### src/rtl/decision_gate_ctrl.sv
// Purpose: adaptive inner-level gate for the 16-QAM slicer; it measures the mean |I|/|Q| over N symbols.
// Latency: gates, upd and locked update at the edge that samples the window-closing bitsync.
// Backpressure: none. Every bitsync in ACQ/TRACK is consumed, and strobes may arrive on back-to-back cycles.
//
// Ports:
//   clk, rst          clock; synchronous active-low reset
//   en                acquisition enable (level)
//   bitsync, di, dq   symbol strobe and signed I/Q samples
//   gate_up/gate_down registered +/- inner-level thresholds
//   locked, upd       last window valid; one-cycle gate-update pulse
module decision_gate_ctrl #(
    parameter int DW           = 27,
    parameter int LOG2N        = 8,
    parameter int DEFAULT_GATE = 3000000,
    parameter int MIN_GATE     = 100000
) (
    input  logic          clk,
    input  logic          rst,
    input  logic          en,
    input  logic          bitsync,
    input  logic [DW-1:0] di,
    input  logic [DW-1:0] dq,
    output logic [DW-1:0] gate_up,
    output logic [DW-1:0] gate_down,
    output logic          locked,
    output logic          upd
);

    localparam int AW = DW - 1 + LOG2N;   // per-channel accumulator, N samples of DW-1 bits
    localparam int SW = DW + LOG2N;       // I+Q window sum

    typedef enum logic [1:0] {IDLE, ACQ, TRACK} state_t;

    state_t           state, state_n;
    logic [LOG2N-1:0] cnt, cnt_n;
    logic [AW-1:0]    acc_i, acc_i_n, acc_q, acc_q_n;
    logic [DW-1:0]    gate_n;
    logic             locked_n, upd_n;

    logic [AW-1:0]    acc_i_sum, acc_q_sum;
    logic [SW-1:0]    win_sum;
    logic [DW-2:0]    mean;
    logic             unused_win_lsbs;

    // Magnitude of a signed sample. The most negative code saturates to the
    // largest positive value, so the result always fits in DW-1 bits.
    function automatic logic [DW-2:0] mag(input logic [DW-1:0] x);
        logic [DW-1:0] neg;
        neg = ~x + 1'b1;
        if (!x[DW-1])
            mag = x[DW-2:0];
        else if (x[DW-2:0] == '0)
            mag = '1;
        else
            mag = neg[DW-2:0];
    endfunction

    // The running sums include the current strobe, so the closing window
    // contains its own last sample.
    assign acc_i_sum = acc_i + AW'(mag(di));
    assign acc_q_sum = acc_q + AW'(mag(dq));
    assign win_sum   = SW'(acc_i_sum) + SW'(acc_q_sum);
    // Dividing by 2N averages |I| and |Q| together.
    assign mean      = win_sum[SW-1:LOG2N+1];
    assign unused_win_lsbs = ^win_sum[LOG2N:0];

    always_comb begin
        state_n  = state;
        cnt_n    = cnt;
        acc_i_n  = acc_i;
        acc_q_n  = acc_q;
        gate_n   = gate_up;
        locked_n = locked;
        upd_n    = 1'b0;
        case (state)
            IDLE: begin
                cnt_n    = '0;
                acc_i_n  = '0;
                acc_q_n  = '0;
                locked_n = 1'b0;
                if (en)
                    state_n = ACQ;
            end
            ACQ, TRACK: begin
                if (!en) begin
                    // Abort discards the partial window. The gates keep their value.
                    state_n  = IDLE;
                    cnt_n    = '0;
                    acc_i_n  = '0;
                    acc_q_n  = '0;
                    locked_n = 1'b0;
                end else if (bitsync) begin
                    cnt_n   = cnt + 1'b1;
                    acc_i_n = acc_i_sum;
                    acc_q_n = acc_q_sum;
                    if (cnt == '1) begin
                        acc_i_n = '0;
                        acc_q_n = '0;
                        if (mean >= (DW-1)'(MIN_GATE)) begin
                            gate_n   = {1'b0, mean};
                            upd_n    = 1'b1;
                            locked_n = 1'b1;
                            state_n  = TRACK;
                        end else begin
                            // Signal loss: keep the last good gate and reacquire.
                            locked_n = 1'b0;
                            state_n  = ACQ;
                        end
                    end
                end
            end
            default: state_n = IDLE;
        endcase
    end

    always_ff @(posedge clk) begin
        if (!rst) begin
            state   <= IDLE;
            cnt     <= '0;
            acc_i   <= '0;
            acc_q   <= '0;
            gate_up <= DW'(DEFAULT_GATE);
            locked  <= 1'b0;
            upd     <= 1'b0;
        end else begin
            state   <= state_n;
            cnt     <= cnt_n;
            acc_i   <= acc_i_n;
            acc_q   <= acc_q_n;
            gate_up <= gate_n;
            locked  <= locked_n;
            upd     <= upd_n;
        end
    end

    // gate_down is derived from the gate_up register, so the two always agree.
    assign gate_down = -gate_up;

endmodule

### config.mk
export PLATFORM = sky130hd
export DESIGN_NAME = decision_gate_ctrl
export DESIGN_NICKNAME = d
export VERILOG_FILES = /design/src/rtl/decision_gate_ctrl.sv
export SDC_FILE = /design/constraint.sdc
export NUM_CORES = 1
export LEC_CHECK = 0
export BUFFER_PORTS_ARGS = -buffer_cell sky130_fd_sc_hd__buf_2
export CAP_MARGIN = 20
export CORE_ASPECT_RATIO = 0.6
export CORE_UTILIZATION = 30
export CTS_CLUSTER_DIAMETER = 200
export DETAILED_ROUTE_END_ITERATION = 7
export GPL_TIMING_DRIVEN = 0
export PLACE_DENSITY_LB_ADDON = 0.2
export SLEW_MARGIN = 20
export SYNTH_ARGS = -nofsm -noshare
export SYNTH_HDL_FRONTEND = slang
export SYNTH_SLANG_ARGS = --single-unit
### constraint.sdc
create_clock -name clk -period 12.95 [get_ports clk]
set_clock_uncertainty 0.15 [all_clocks]
set_input_delay 3.2375 -clock clk [delete_from_list [all_inputs] [get_ports clk]]
set_output_delay 3.2375 -clock clk [all_outputs]
set_load 0.02 [all_outputs]
# Yosys cells after proc, flatten, opt, wreduce, memory -nomap -nowiden
# Index checks and enable logic that the tools add are counted.
dict set report op_classes {
  n_lt_le_gt_ge 1
  multipliers 0
  reduce_logical 10
  n_eq_ne 6
  div_mod_pow 0
  shift 0
  n_mux 26
  n_addsub 7
  bitwise_logic 2
}
# op count
set ops {}
lappend ops {{$mux 34} 6}
lappend ops {{$pmux 34 s2} 2}
lappend ops {{$mux 26} 4}
lappend ops {{$add 34x26->34} 2}
lappend ops {{$add 26x1->26 const B} 2}
lappend ops {{$logic_not 26->1} 2}
lappend ops {{$not 26->26} 2}
lappend ops {{$add 34x34->35} 1}
lappend ops {{$neg 26->27} 1}
lappend ops {{$ge 26x17->1 const B} 1}
lappend ops {{$mux 8} 2}
lappend ops {{$pmux 8 s2} 1}
lappend ops {{$mux 2} 5}
lappend ops {{$reduce_and 5->1} 2}
lappend ops {{$add 8x1->8 const B} 1}
lappend ops {{$eq 8x8->1 const B} 1}
lappend ops {{$ne 3x3->1 const B} 2}
lappend ops {{$reduce_and 3->1} 2}
lappend ops {{$mux 1} 4}
lappend ops {{$pmux 2 s2} 1}
lappend ops {{$eq 2x1->1 const B} 1}
lappend ops {{$eq 2x2->1 const B} 1}
lappend ops {{$logic_not 2->1} 1}
lappend ops {{$ne 2x2->1 const B} 1}
lappend ops {{4 further kinds} 4}
dict set report word_totals {
  elab_cells 59
  mem_bits_ro 0
  mem_bits_rw 0
  mem_count 0
  latch_bits 0
  out_inout_bits 56
  reg_bits 106
}

# Depth between registers and ports, before layout
# Gate-level depths: netlist of run 1.
dict set report depth {
  ltp_word 12
  mapped_depth 42
  mapped_depth_nobuf 38
}

# Worst setup path before layout of run 1
# Ideal clock, no wire load.
dict set report synth_timing {
  kind {input-to-reg}
  startpoint {in dq[0]}
  endpoint {reg gate_up[6]}
  t_required_ns 12.680
  arrival_time_ns 12.276
  stages 38
  path_slack_ns 0.404
  path_cell_list {inv_1 -> ha_1 -> or3b_1 -> or3_1 -> or3_1 -> or3_1 -> nor3_1 -> nand3_1 -> or3_1 -> or3_1 -> buf_2 -> and2_1 -> buf_2 -> a31oi_1 -> ha_1 -> and4_1 -> a221o_1 -> a31o_2 -> (+2 left out) -> a21o_1 -> a21o_1 -> a21o_1 -> a2111oi_0 -> inv_1 -> ha_1 -> clkbuf_1 -> a21oi_1 -> o21ai_0 -> a221o_1 -> a31oi_1 -> o21ai_1 -> or4_1 -> or4_1 -> o31a_1 -> buf_2 -> buf_2 -> o31a_1}
}
dict set report synth_via {
  elab_chain_len 8
  word_cells_on_any_way 9
  cone_classes {add/sub: 3; order compare: 1; mux: 2; bitwise: 1; reduce/logical: 2}
}
# item line_no
set synth_rtl {}
lappend synth_rtl {{start: declaration} 22} ;# input logic [DW-1:0] dq,
lappend synth_rtl {{$not 26->26} 49} ;# neg = ~x + 1'b1;
lappend synth_rtl {{$add 26x1->26} 49}
lappend synth_rtl {{$mux 26} 52} ;# else if (x[DW-2:0] == '0)
lappend synth_rtl {{$mux 26 (*)} 50} ;# if (!x[DW-1])
lappend synth_rtl {{$add 34x26->34 (*)} 61} ;# assign acc_q_sum = acc_q + AW'(mag(dq));
lappend synth_rtl {{$add 34x34->35 (*)} 62} ;# assign win_sum = SW'(acc_i_sum) + SW'(acc_q_sum);
lappend synth_rtl {{$ge 26x17->1} 99} ;# if (mean >= (DW-1)'(MIN_GATE)) begin
lappend synth_rtl {{$reduce_and 5->1 (no line)} -}
lappend synth_rtl {{end signal: assignment} 122} ;# gate_up <= DW'(DEFAULT_GATE);
lappend synth_rtl {{end signal: assignment} 130} ;# gate_up <= gate_n;
lappend synth_rtl {{end: declaration} 23} ;# output logic [DW-1:0] gate_up,
# Mark *: on every way between the ends. The rest lies on a longest branch, timed or not.
# A chain may end at the register's enable or synchronous reset.

# Worst setup path in the final report of run 1
dict set report layout_timing {
  startpoint {in dq[0]}
  endpoint {reg gate_up[16]}
}
# The elaborated chain is that of the path after synthesis.

==> results, run 1 <==
- The flow ran to the end, and the final reports show no timing, DRC or antenna violations.
- The maximum level of the CTS H-tree is 3.
- The number of buffers created by CTS is 9.
- The detailed-routed wire length on met3 is 2470 um.
- The number of clock sinks seen by CTS is 106.
- The clock latency reported for the late side of the worst-skew pair is 370 ps.
- From synthesis to final layout, the design area changed by 20.7%.
- In this run the worst hold path is classified as flop to flop.
- The total power after layout is 1960 uW.
- The peak fanout along the critical path is 10.
- Setup slack on the worst reg-to-reg path comes out at 6470 ps.
- For this design the static power due to leakage is 0.00516 uW.
- Headroom to the max-slew limit came out at 0.285.
- The die outline height is 146 um.
- The worst setup path startpoint is dq[0].
- Counting flops and latches in the post-synthesis netlist gives 106.
- The first detailed-routing pass ran for 5 iterations.
- By area the synthesized netlist is led by dfxtp_1, ha_1, xnor2_1, a21oi_1, nor2_1.
- After detailed routing, the number of vias per cell comes to 5.54.
- The number of maximum-capacitance constraint violations is 0.
- The wire length on met1 is 20900 um.
- The post-route minimum period is 12620 ps.
- The capture point of the worst reg-to-reg path is gate_up[16].
- The met2 routed wirelength is 13400 um.
- The top cell types in the final layout, fill and taps aside, are nor2_1, nand2_1, buf_2, a21oi_1, dfxtp_1.
- 0 antenna diodes ended up in the layout.
- The setup slack of the critical path after layout is 332 ps.
- The max-slew violation count is 0.
- The maximum number of pins on one net before global-route repair is 20.
- For this run, asynchronously set or reset flops after synthesis account for 0.
- The row count is 52.
- The cell area after technology mapping is 10300 um2.
- The most critical setup path has its endpoint at gate_up[16].
- The cell at the slowest stage of the critical path is or4_4.
- In the global route stage, overall resource usage came out at 0.205.
- The count of flip-flops with a built-in enable after synthesis is 0.
- The commonest non-fill, non-tap cell in the layout is nor2_1.
- Across the VDD grid, the largest voltage drop is 0.0000634 V.
- Dividing the synthesized area by the synthesized cell count gives 7.37 um2.
- The initial utilization of the core area, before any placement, comes to 0.305.
- Timing would allow up to 79.2 MHz.
- The number of hold buffers added after CTS is 0.
- The cell type with the largest total area after synthesis is dfxtp_1.
- The kind of launch point of the worst setup path is a primary input.
- For this run, the number of Yosys warnings is 0.
- The sequential share of the synthesized area is 0.206.
- The first global-routing pass estimated 55900 um of wire.
- Setup violations remaining at the end of the flow were counted as 0.
- No sink is reached through more buffers than the 2 on the longest clock path.
- The transition time at the pin with the least slew margin is 1070 ps.
- The number of buffers added on ports is 111.
- In this run the cell area measured after placement is 11400 um2.
- The cell at the root of the clock tree is clkbuf_16.
- The average wire per standard cell is 18.6 um.
- The clock-pin slew reported for the worst setup and hold paths after clock tree synthesis is 80 ps.
- Of the post-synthesis cell area, the dominant cell type holds 0.206.
- The final core utilization is 0.368.
- The data arrival time of the critical path is 12730 ps.
- The delay of the slowest cell on the worst path is 480 ps.
- The post-synth net total is 1549.
- The finished cells cover 12400 um2.
- The congestion estimate from routability-driven global placement came to 0.962.
- In this design, the critical path's most frequently occurring cell is or3_4.
- Pin placement for this block handled 114 I/O pins.
- TritonCTS built the clock tree.
- In the synthesized netlist, the number of instances is 1398.
- The post-detailed-route DRC marker count is 0.
- The detailed router finished its first iteration with 807 violations.
- The most common flop cell mapped by yosys is dfxtp_1.
- The startpoint-to-endpoint class of the critical path is primary input to flop.
- The x dimension of the die is 241 um.
- The setup slack at placement is -1610 ps.
- The total grt overflow is 0.
- The number of antenna violations at the first check in global routing was 1.
- After legalization and detailed placement, the total HPWL measured 29900 um.
- The detail route stage leaves a number of antenna-violating nets equal to 0.
- The number of hold-slack violations in the final timing report came to 0.
- The worst hold path was traced through 2 stages.
- The final route contains 11042 vias.
- The launch point of the worst reg-to-reg path is acc_q[0].
- The fraction of final layout cells sized beyond drive strength 1 is 0.163.
- Of the available clock period, the critical path in the final layout requires 0.974.
- For this run, the post-layout net count is 1680.
- The power density normalized to cell area is 157 nW/um2.
- The core footprint is 33800 um2.
- The critical path endpoint category is a flop.
- The highest metal layer used by the detailed router is met5.
- The die covers 35100 um2.
- STA puts the critical path data required time at 13070 ps.
- The depth of the most critical reg-to-reg path is 26.
- The via count of the first global-routing pass is 9564.
- The number of distinct library cells after synthesis is 73.
- The overall routed net length is 37100 um.
==> metrics by stage <==
step | cells | TNS [ps] | hold WS [ps]
after global placement | 1968 | -40920 | 296
after CTS | 1983 | 0 | 312
after global routing | 1993 | -311 | 333
after floorplan | 1398 | 0 | 282
final | 1993 | 0 | 312
after detailed placement | 1968 | -44130 | 303
==> routing by layer <==
layer,up-vias,track usage
li1,5485,-
met1,5194,0.345
met2,344,0.258
met3,17,0.0419
met4,2,0.0297
met5,-,0
==> worst min path at each step <==
stage                     slack (ps)       from        end
after floorplan                  280  acc_q[23]  acc_q[23]
after global placement           300   acc_q[2]   acc_q[2]
after detailed placement         300   acc_i[0]   acc_i[0]
after CTS                        310   acc_i[0]   acc_i[0]
after global routing             330   acc_i[0]   acc_i[0]
final                            310   acc_i[0]   acc_i[0]
==> layout make-up <==
cell class / count / area, um2
Clock buffer: 9 / 225
Tap cell: 459 / 574
Buffer: 52 / 260
Sequential cell: 106 / 2120
Timing Repair Buffer: 125 / 661
Inverter: 45 / 169
Multi-Input combinational cell: 1190 / 8370
Clock inverter: 7 / 60.1
Fill cell: 3575 / 21300
==> power by group <==
| part | internal (uW) | switching [uW] | total, uW |
|---|---|---|---|
| combinational | 446 | 859 | 1300 |
| sequential | 353 | 20.2 | 373 |
| clock | 134 | 143 | 278 |
| total | 933 | 1020 | 1960 |
==> kinds of logic (layout without fill, tap and decap cells) <==
group / count (synthesis) / in the layout / share of synthesized area
compound gates: 496 / 496 / 0.315
buf+inv: 102 / 238 / 0.0396
xor+xnor: 107 / 107 / 0.0910
other cells: 1 / 1 / 0.000364
mux: 4 / 4 / 0.00401
simple gates: 489 / 489 / 0.229
fa+ha+maj: 93 / 93 / 0.114
flops: 106 / 106 / 0.206
==> state kept, by name, summed over array words and instances (netlist names) <==
register / cells
acc_i: 34
state: 2
locked: 1
upd: 1
cnt: 8
gate_up: 26
acc_q: 34
==> Yosys cell counts (all sizes together), types with 4 or more instances <==
library cell	n
a22oi	36
nand2b	17
and4	5
clkbuf	44
o2111ai	4
a2111oi	5
a22o	11
nor4	9
a31o	5
o41ai	12
o311ai	9
nand4	8
nand3	50
o21bai	13
and2	9
xnor2	72
a21boi	5
dfxtp	106
o31a	5
o211ai	12
a31oi	36
a2bb2oi	4
nor2b	11
a211oi	9
or4	12
buf	13
and3	19
ha	91
a21o	42
a221o	5
a21oi	118
nor2	153
a211o	8
nor3	33
or2	4
o31ai	10
o21a	30
nand2	116
xor2	35
inv	45
o21ai	100
or3	33
==> repair_timing <==
action / in CTS / in global routing
pin swaps: 1 / 27
resized for setup: 61 / 78
endpoints found under the setup margin: 30 / 30
buffers inserted: 1 / 13
==> critical path, delay by kind of cell <==
family / cells / cell delay [ps]
adder cells (fa/ha/maj): 3 / 730
buffers and inverters: 6 / 810
AO/OA/AOI/OAI: 15 / 3660
AND/OR/NAND/NOR: 14 / 4280
(Power assumes the default switching activity.)
==> run 2, diff against run 1 <==
CORE_UTILIZATION = 45   (was 30)
==> run 2 against run 1 <==
  * Critical path depth did not move
  * Non-clock buffer count fell by 3
  * Core utilization rose by 18 points
  * Global-route usage rose by 8.5 points
  * Clock-buffer cell count rose by 2
  * Largest power group unchanged
  * Sequential cell count did not move
  * Sequential share of layout area rose by 0.29 points
  * Worst hold slack improved by 5.5 ps
  * Register-to-register slack got worse by 50 ps
==> results, run 2 (synthesized netlist as in run 1, its figures left out) <==
- The placer's final routability congestion estimate is 0.960.
- The largest registers in the layout are acc_i (34), acc_q (34), gate_up (26).
- The launch point of the worst reg-to-reg path is acc_i[0].
- The worst hold margin is 317 ps.
- The final instance area is 12200 um2.
- The floorplan step set the die height to 119 um.
- Setup repair after global routing left no endpoint under its margin.
- The CTS tree is yes.
- The number of hold-slack violations in the final timing report is 0.
- Setup total negative slack on the finished layout was measured at 0 ps.
- The share of total power dissipated in sequential elements is 0.191.
- For this design the top-level I/O count stands at 114.
- The cell sitting at the root of the clock tree is a clkbuf_16.
- The ratio of routed vias to standard cells is 6.13.
- Total power for the finished layout comes to 1950 uW.
- For this design the static power due to leakage is 0.00518 uW.
- The maximum number of pins on one net before global-route repair is 19.
- The buffers plus inverters on the worst setup path is 6.
- The antenna violation net count after detailed routing is 0.
- The max-slew violation count is 0.
- The core region is 22200 um2.
- Of the available clock period, the critical path in the final layout requires 0.973.
- The initial utilization of the core area, before any placement, comes to 0.463.
- The delay of the slowest cell on the worst path is 610 ps.
- Of the total power, combinational logic draws 0.653.
- Once placement finished, the instance area stood at 11200 um2.
- The first global-routing pass estimated 53600 um of wire.
- The most numerous cell type found on the critical path is or3_4.
- Summing all flip-flop and latch instances after layout gives 2120 um2.
- The clock latency reported for the late side of the worst-skew pair is 370 ps.
- The fraction of final layout cells sized beyond drive strength 1 is 0.159.
- The first detailed-routing pass took 6 iterations.
- The cell at the slowest stage of the critical path is or4_4.
- In this run the register-to-register setup slack is 6420 ps.
- The worst setup path is of the primary input to flop kind.
- The post-detailed-route DRC marker count is 0.
- The longest clock path from root to sink contains 2 buffers.
- After layout, the minimum clock period comes to 12610 ps.
- Cell internal power was estimated by the tool at 961 uW.
- Of the total power, the share spent switching nets is 0.508.
- The launch instance of the worst min-delay path is acc_q[0].
- In the final layout, the multi-input gates occupy 8360 um2.
- The die covers 23500 um2.
- The x dimension of the die is 197 um.
- The commonest non-fill, non-tap cell in the layout is nor2_1.
- The sum of net half-perimeters after detailed placement is 27100 um.
- The worst pin sits at a relative slew slack of 0.326.
- Power spread over the standard cell area amounts to 160 nW/um2.
- Detailed routing inserted a total of 11281 vias.
- Across the VDD grid, the largest voltage drop is 0.000107 V.
- The via count of the first global-routing pass is 9754.
- 0 antenna diodes ended up in the layout.
- Along the worst path, the maximum fanout reaches 10.
- The data arrival time of the critical path is 12770 ps.
- The number of clock sinks seen by CTS is 106.
- The kind of launch point of the worst setup path is a primary input.
- The critical path endpoint category is a flop.
- The terminating pin of the worst hold path is acc_q[0].
- The run finished with clean final reports.
- Port buffering added 111 buffers.
- The clock-pin slew reported for the worst setup and hold paths after clock tree synthesis is 70 ps.
- Counting the buffers created by CTS gives 9.
- The number of antenna violations at the first check in global routing is 1.
- The post-layout net count is 1677.
- The worst hold path depth is 2.
- The share of total power dissipated in the clock network is 0.156.
- The H-tree was split into 3 levels.
- The layout has 2191 filler cells.
- The upper clock frequency limit is 79.3 MHz.
- The total grt overflow is 0.
- The floorplan has 42 rows.
- The depth of the most critical reg-to-reg path is 24.
- The number of DRC markers in iteration 0 is 991.
- The library cells used most frequently in the layout, excluding fill and tap cells, are nor2_1, buf_2, nand2_1, a21oi_1, dfxtp_1.
- The family with the most delay on the worst path is simple AND/OR/NAND/NOR gates.
- The overall routed net length is 34700 um.
- For the pin with the worst max-slew slack, the measured transition is 1010 ps.
- At the worst endpoint, the required time is 13110 ps.
- The final number of setup-violating endpoints is 0.
- The net switching power figure is 990 uW.
- The tool flagged a number of max-cap violations equal to 0.
- The capture point of the worst reg-to-reg path is gate_up[17].
- The overall track demand over capacity in global routing is 0.290.
- After detailed routing, the average wire length per cell comes to 18.9 um.
- The path class of the tightest hold or removal check is flop to flop.
- From synthesis to final layout, the design area changed by 18.7%.
[run 2: cell count changes in the layout (fill, tap and decap cells not counted), moves of 3 or more]
cell,previous run,this run
a31oi_2,5,1
a31o_4,3,0
buf_4,19,16
a31o_2,2,5
o21ai_2,5,2
a31oi_4,8,11
buf_6,5,1
buf_2,112,116
[run 2: repair_timing]
item                                    in CTS  in global routing
resized for setup                           39                 89
pin swaps                                    2                 20
hold buffers                                 0                  0
endpoints found under the setup margin      30                 30
setup buffers                                1                 10
[run 2: power groups by stage]
stage / sequential [uW] / combinational [uW] / clock (uW)
2_1_floorplan: 373 / 833 / 0
3_3_place_gp: 377 / 1150 / 0
3_5_place_dp: 378 / 1160 / 0
4_1_cts: 371 / 1180 / 306
5_1_grt: 376 / 1390 / 321
6_report: 372 / 1270 / 305
[run 2: worst reg2reg max path: stages, from the launching register on]
cell      delay, ps
dfxtp_1         330
ha_1            230
fa_1            410
a21o_1          220
a21oi_2         190
o21bai_2        110
a31oi_2         270
o211ai_1        180
a31oi_4         330
o21ai_4         130
a31o_2          330
nand3_1         140
xnor2_2         110
ha_1            420
nand2_1         200
o21ai_0         140
a221o_1         320
a31oi_4         200
o21ai_1         130
or4_1           480
or4_4           480
o31a_1          310
buf_2           170
nor2_1          290
a22o_1          210
[run 2: worst max-delay path by stage]
stage,start,to,slack [ps],depth (start not counted)
floorplan,dq[0],gate_up[6],400,38
global placement,dq[0],locked,-1140,41
detailed placement,dq[0],locked,-1350,41
CTS,di[0],gate_up[19],8,39
global route,dq[0],gate_up[18],8,41
finish,dq[0],gate_up[17],340,38
[run 2: routing by layer]
metal	track usage	wire [um]
met5	0	13
met4	0.0436	336
met2	0.383	13300
met3	0.0739	3420
met1	0.460	17600
[run 2: final cells by class]
cell class | instances | share of cell area
Multi-Input combinational cell | 1190 | 0.684
Sequential cell | 106 | 0.174
Timing Repair Buffer | 122 | 0.0522
Tap cell | 308 | 0.0315
Clock buffer | 11 | 0.0207
Buffer | 52 | 0.0192
Inverter | 45 | 0.0138
Clock inverter | 5 | 0.00552
[run 2: per-stage QoR]
stage	utilization	instances	setup slack (ps)
6_report	0.550	1839	344
5_1_grt	0.550	1839	7.57
4_1_cts	0.527	1831	8.50
3_5_place_dp	0.506	1817	-1350
3_3_place_gp	0.506	1817	-1140
2_1_floorplan	-	1398	404
==> run 3, diff against run 2 <==
CORE_MARGIN = 4   (was not set)
PLACE_DENSITY = 0.66   (was not set)
PLACE_DENSITY_LB_ADDON = not set   (was 0.2)
==> run 3 against run 2 <==
  * Global-route usage fell by 2.8 points
  * Power fell by 0.60%
  * Sequential cell count did not move
  * Worst hold slack got worse by 1.6 ps
  * Clock-buffer cell count fell by 2
  * Critical path depth rose by 1
  * Routed wire length rose by 1.3%
  * Core utilization fell by 0.42 points
  * Largest cell class unchanged
==> results, run 3 (synthesized netlist as in run 1, its figures left out) <==
- The post-route minimum period is 12610 ps.
- For the final routed database, the setup TNS stands at 0 ps.
- The power density normalized to cell area is 159 nW/um2.
- The core footprint is 22300 um2.
- In this run the static leakage power is 0.00514 uW.
- The detailed router finished its first iteration with 1134 violations.
- The path class of the tightest hold or removal check is flop to flop.
- The count of cells in the finished layout, fillers not included, comes to 1838.
- The overall die area is 25500 um2.
- The number of antenna violations at the first check in global routing is 0.
- Across the run, the number of max-cap violations was 0.
- The number of hold buffers added after CTS is 0.
- The placer's final routability congestion estimate is 0.962.
- The first TritonRoute pass finished after 5 iterations.
- The post-route clock period utilization is 0.974.
- The total grt overflow is 0.
- 0 antenna diodes ended up in the layout.
- Leaving out fill and tap cells, the most frequent cell in the layout is nor2_1.
- The via count of the first global-routing pass is 9804.
- The average wire per standard cell is 19.1 um.
- The final core utilization is 0.546.
- Including well taps, the total number of placed cells is 1817.
- The cell at the slowest stage of the critical path is or4_4.
- The post-layout net count is 1676.
- The peak fanout along the critical path is 10.
- The max-slew violation count is 0.
- In this run the number of H-tree levels came out at 3.
- The clock-pin slew reported for the worst setup and hold paths after clock tree synthesis is 80 ps.
- The remaining max-slew budget at the tightest pin is 0.252.
- At the worst endpoint, the required time is 13050 ps.
- In this run the vertical extent of the chip is 125 um.
- Leaving out fill and tap cells, the most frequent cells in the layout are nor2_1, buf_2, nand2_1, a21oi_1, dfxtp_1.
- The routed design has 35200 um of wire.
- STA classifies the critical path endpoint as a flop.
- For the pin with the worst max-slew slack, the measured transition is 1120 ps.
- Across the VDD grid, the largest voltage drop is 0.000112 V.
- The most numerous cell on the critical path is or3_4.
- No sink is reached through more buffers than the 2 on the longest clock path.
- The overall track demand over capacity in global routing is 0.262.
- The CTS tree is yes.
- The area overhead of the layout relative to synthesis is 18.1%.
- 114 I/O pins were placed.
- The setup slack of the critical path after layout is 342 ps.
- The run finished with clean final reports.
- The vias after detailed routing is 11294.
- STA classifies the critical path startpoint as a primary input.
- In the routed design, unresolved DRC markers number 0.
- Counting every sink on the clock net gives 106.
- The startpoint-to-endpoint class of the critical path is primary input to flop.
- The number of hold-slack violations in the final timing report is 0.
- The number of buffers created by CTS is 9.
- The starting density of the core is 0.462.
- The filler cells instantiated in the layout total 2182.
- The fraction of final layout cells sized beyond drive strength 1 is 0.158.
- The upper clock frequency limit is 79.3 MHz.
- Port buffering added 111 buffers.
- For this run, the slowest stage of the critical path takes 570 ps.
- The setup slack at placement is -1260 ps.
- The wire-length estimate of the detail-placed layout is 27700 um.
- After floorplanning, the core was divided into 42 placement rows.
- The cell at the root of the clock tree is clkbuf_16.
- The first global-routing pass estimated 54100 um of wire.
- The later pin in the worst-skew pair is clocked with a latency of 370 ps.
- From left edge to right edge, the die measures 203 um.
- Setup violations remaining at the end of the flow were counted as 0.
- The antenna violation net count after detailed routing is 0.
- The ratio of routed vias to standard cells is 6.14.
- Data arrives at the worst endpoint at 12710 ps.
- In the final layout, the registers with the most flip-flops are acc_i (34), acc_q (34), gate_up (26).
- The maximum number of pins on one net before global-route repair is 21.
run 3: cell count changes in the layout (fill, tap and decap cells not counted), sizes merged:
cell      delta
clkbuf       -3
clkinvlp     +1
inv          +1
run 3: repair_timing:
item	in CTS	in global routing
buffers inserted	0	11
resized for setup	35	85
pin swaps	1	20
endpoints found under the setup margin	30	30
run 3: metal layers:
metal  vias to the layer above  part of all wire  routed length, um  GRT usage
met2                       524              0.38              13300      0.337
met5                         -                 0                  0          0
met1                      5292              0.50              17700      0.431
met3                        27              0.11               3920     0.0704
li1                       5451                 -                  -          -
met4                         0            0.0069                241     0.0353
run 3: cell type report:
type                            instances  area [um2]  area share
Buffer                                 51         234      0.0192
Clock buffer                            9         225      0.0185
Clock inverter                          7        93.8     0.00771
Inverter                               45         169      0.0139
Multi-Input combinational cell       1190        8300       0.682
Sequential cell                       106        2120       0.174
Tap cell                              308         385      0.0317
Timing Repair Buffer                  122         638      0.0525
run 3: final timing paths:
kind	from	endpoint	slack, ps	depth (start not counted)
setup reg to reg	acc_q[0]	gate_up[7]	6370	27
hold reg to reg	acc_q[0]	acc_q[0]	320	2
setup / recovery	dq[0]	gate_up[7]	340	39
hold / removal	acc_q[0]	acc_q[0]	320	2
run 3: critical path, delay by kind of cell:
family,cells,cell delay [ps]
mux,1,180
simple gates,14,4100
buf+inv,7,1060
compound gates,13,3080
fa+ha+maj,3,830
xor+xnor,1,240
run 3: where the power goes:
group | internal [uW] | switching (uW)
logic | 440 | 824
registers | 353 | 19.3
clock network | 156 | 147
run 3: metrics by stage:
| step | total power, uW | hold slack [ps] | cell area (um2) |
|---|---|---|---|
| global route | 2070 | 339 | 12200 |
| CTS | 1850 | 317 | 11700 |
| floorplan | 1210 | 282 | 10300 |
| global placement | 1520 | 293 | 11200 |
| finish | 1940 | 315 | 12200 |
| detailed placement | 1530 | 303 | 11200 |
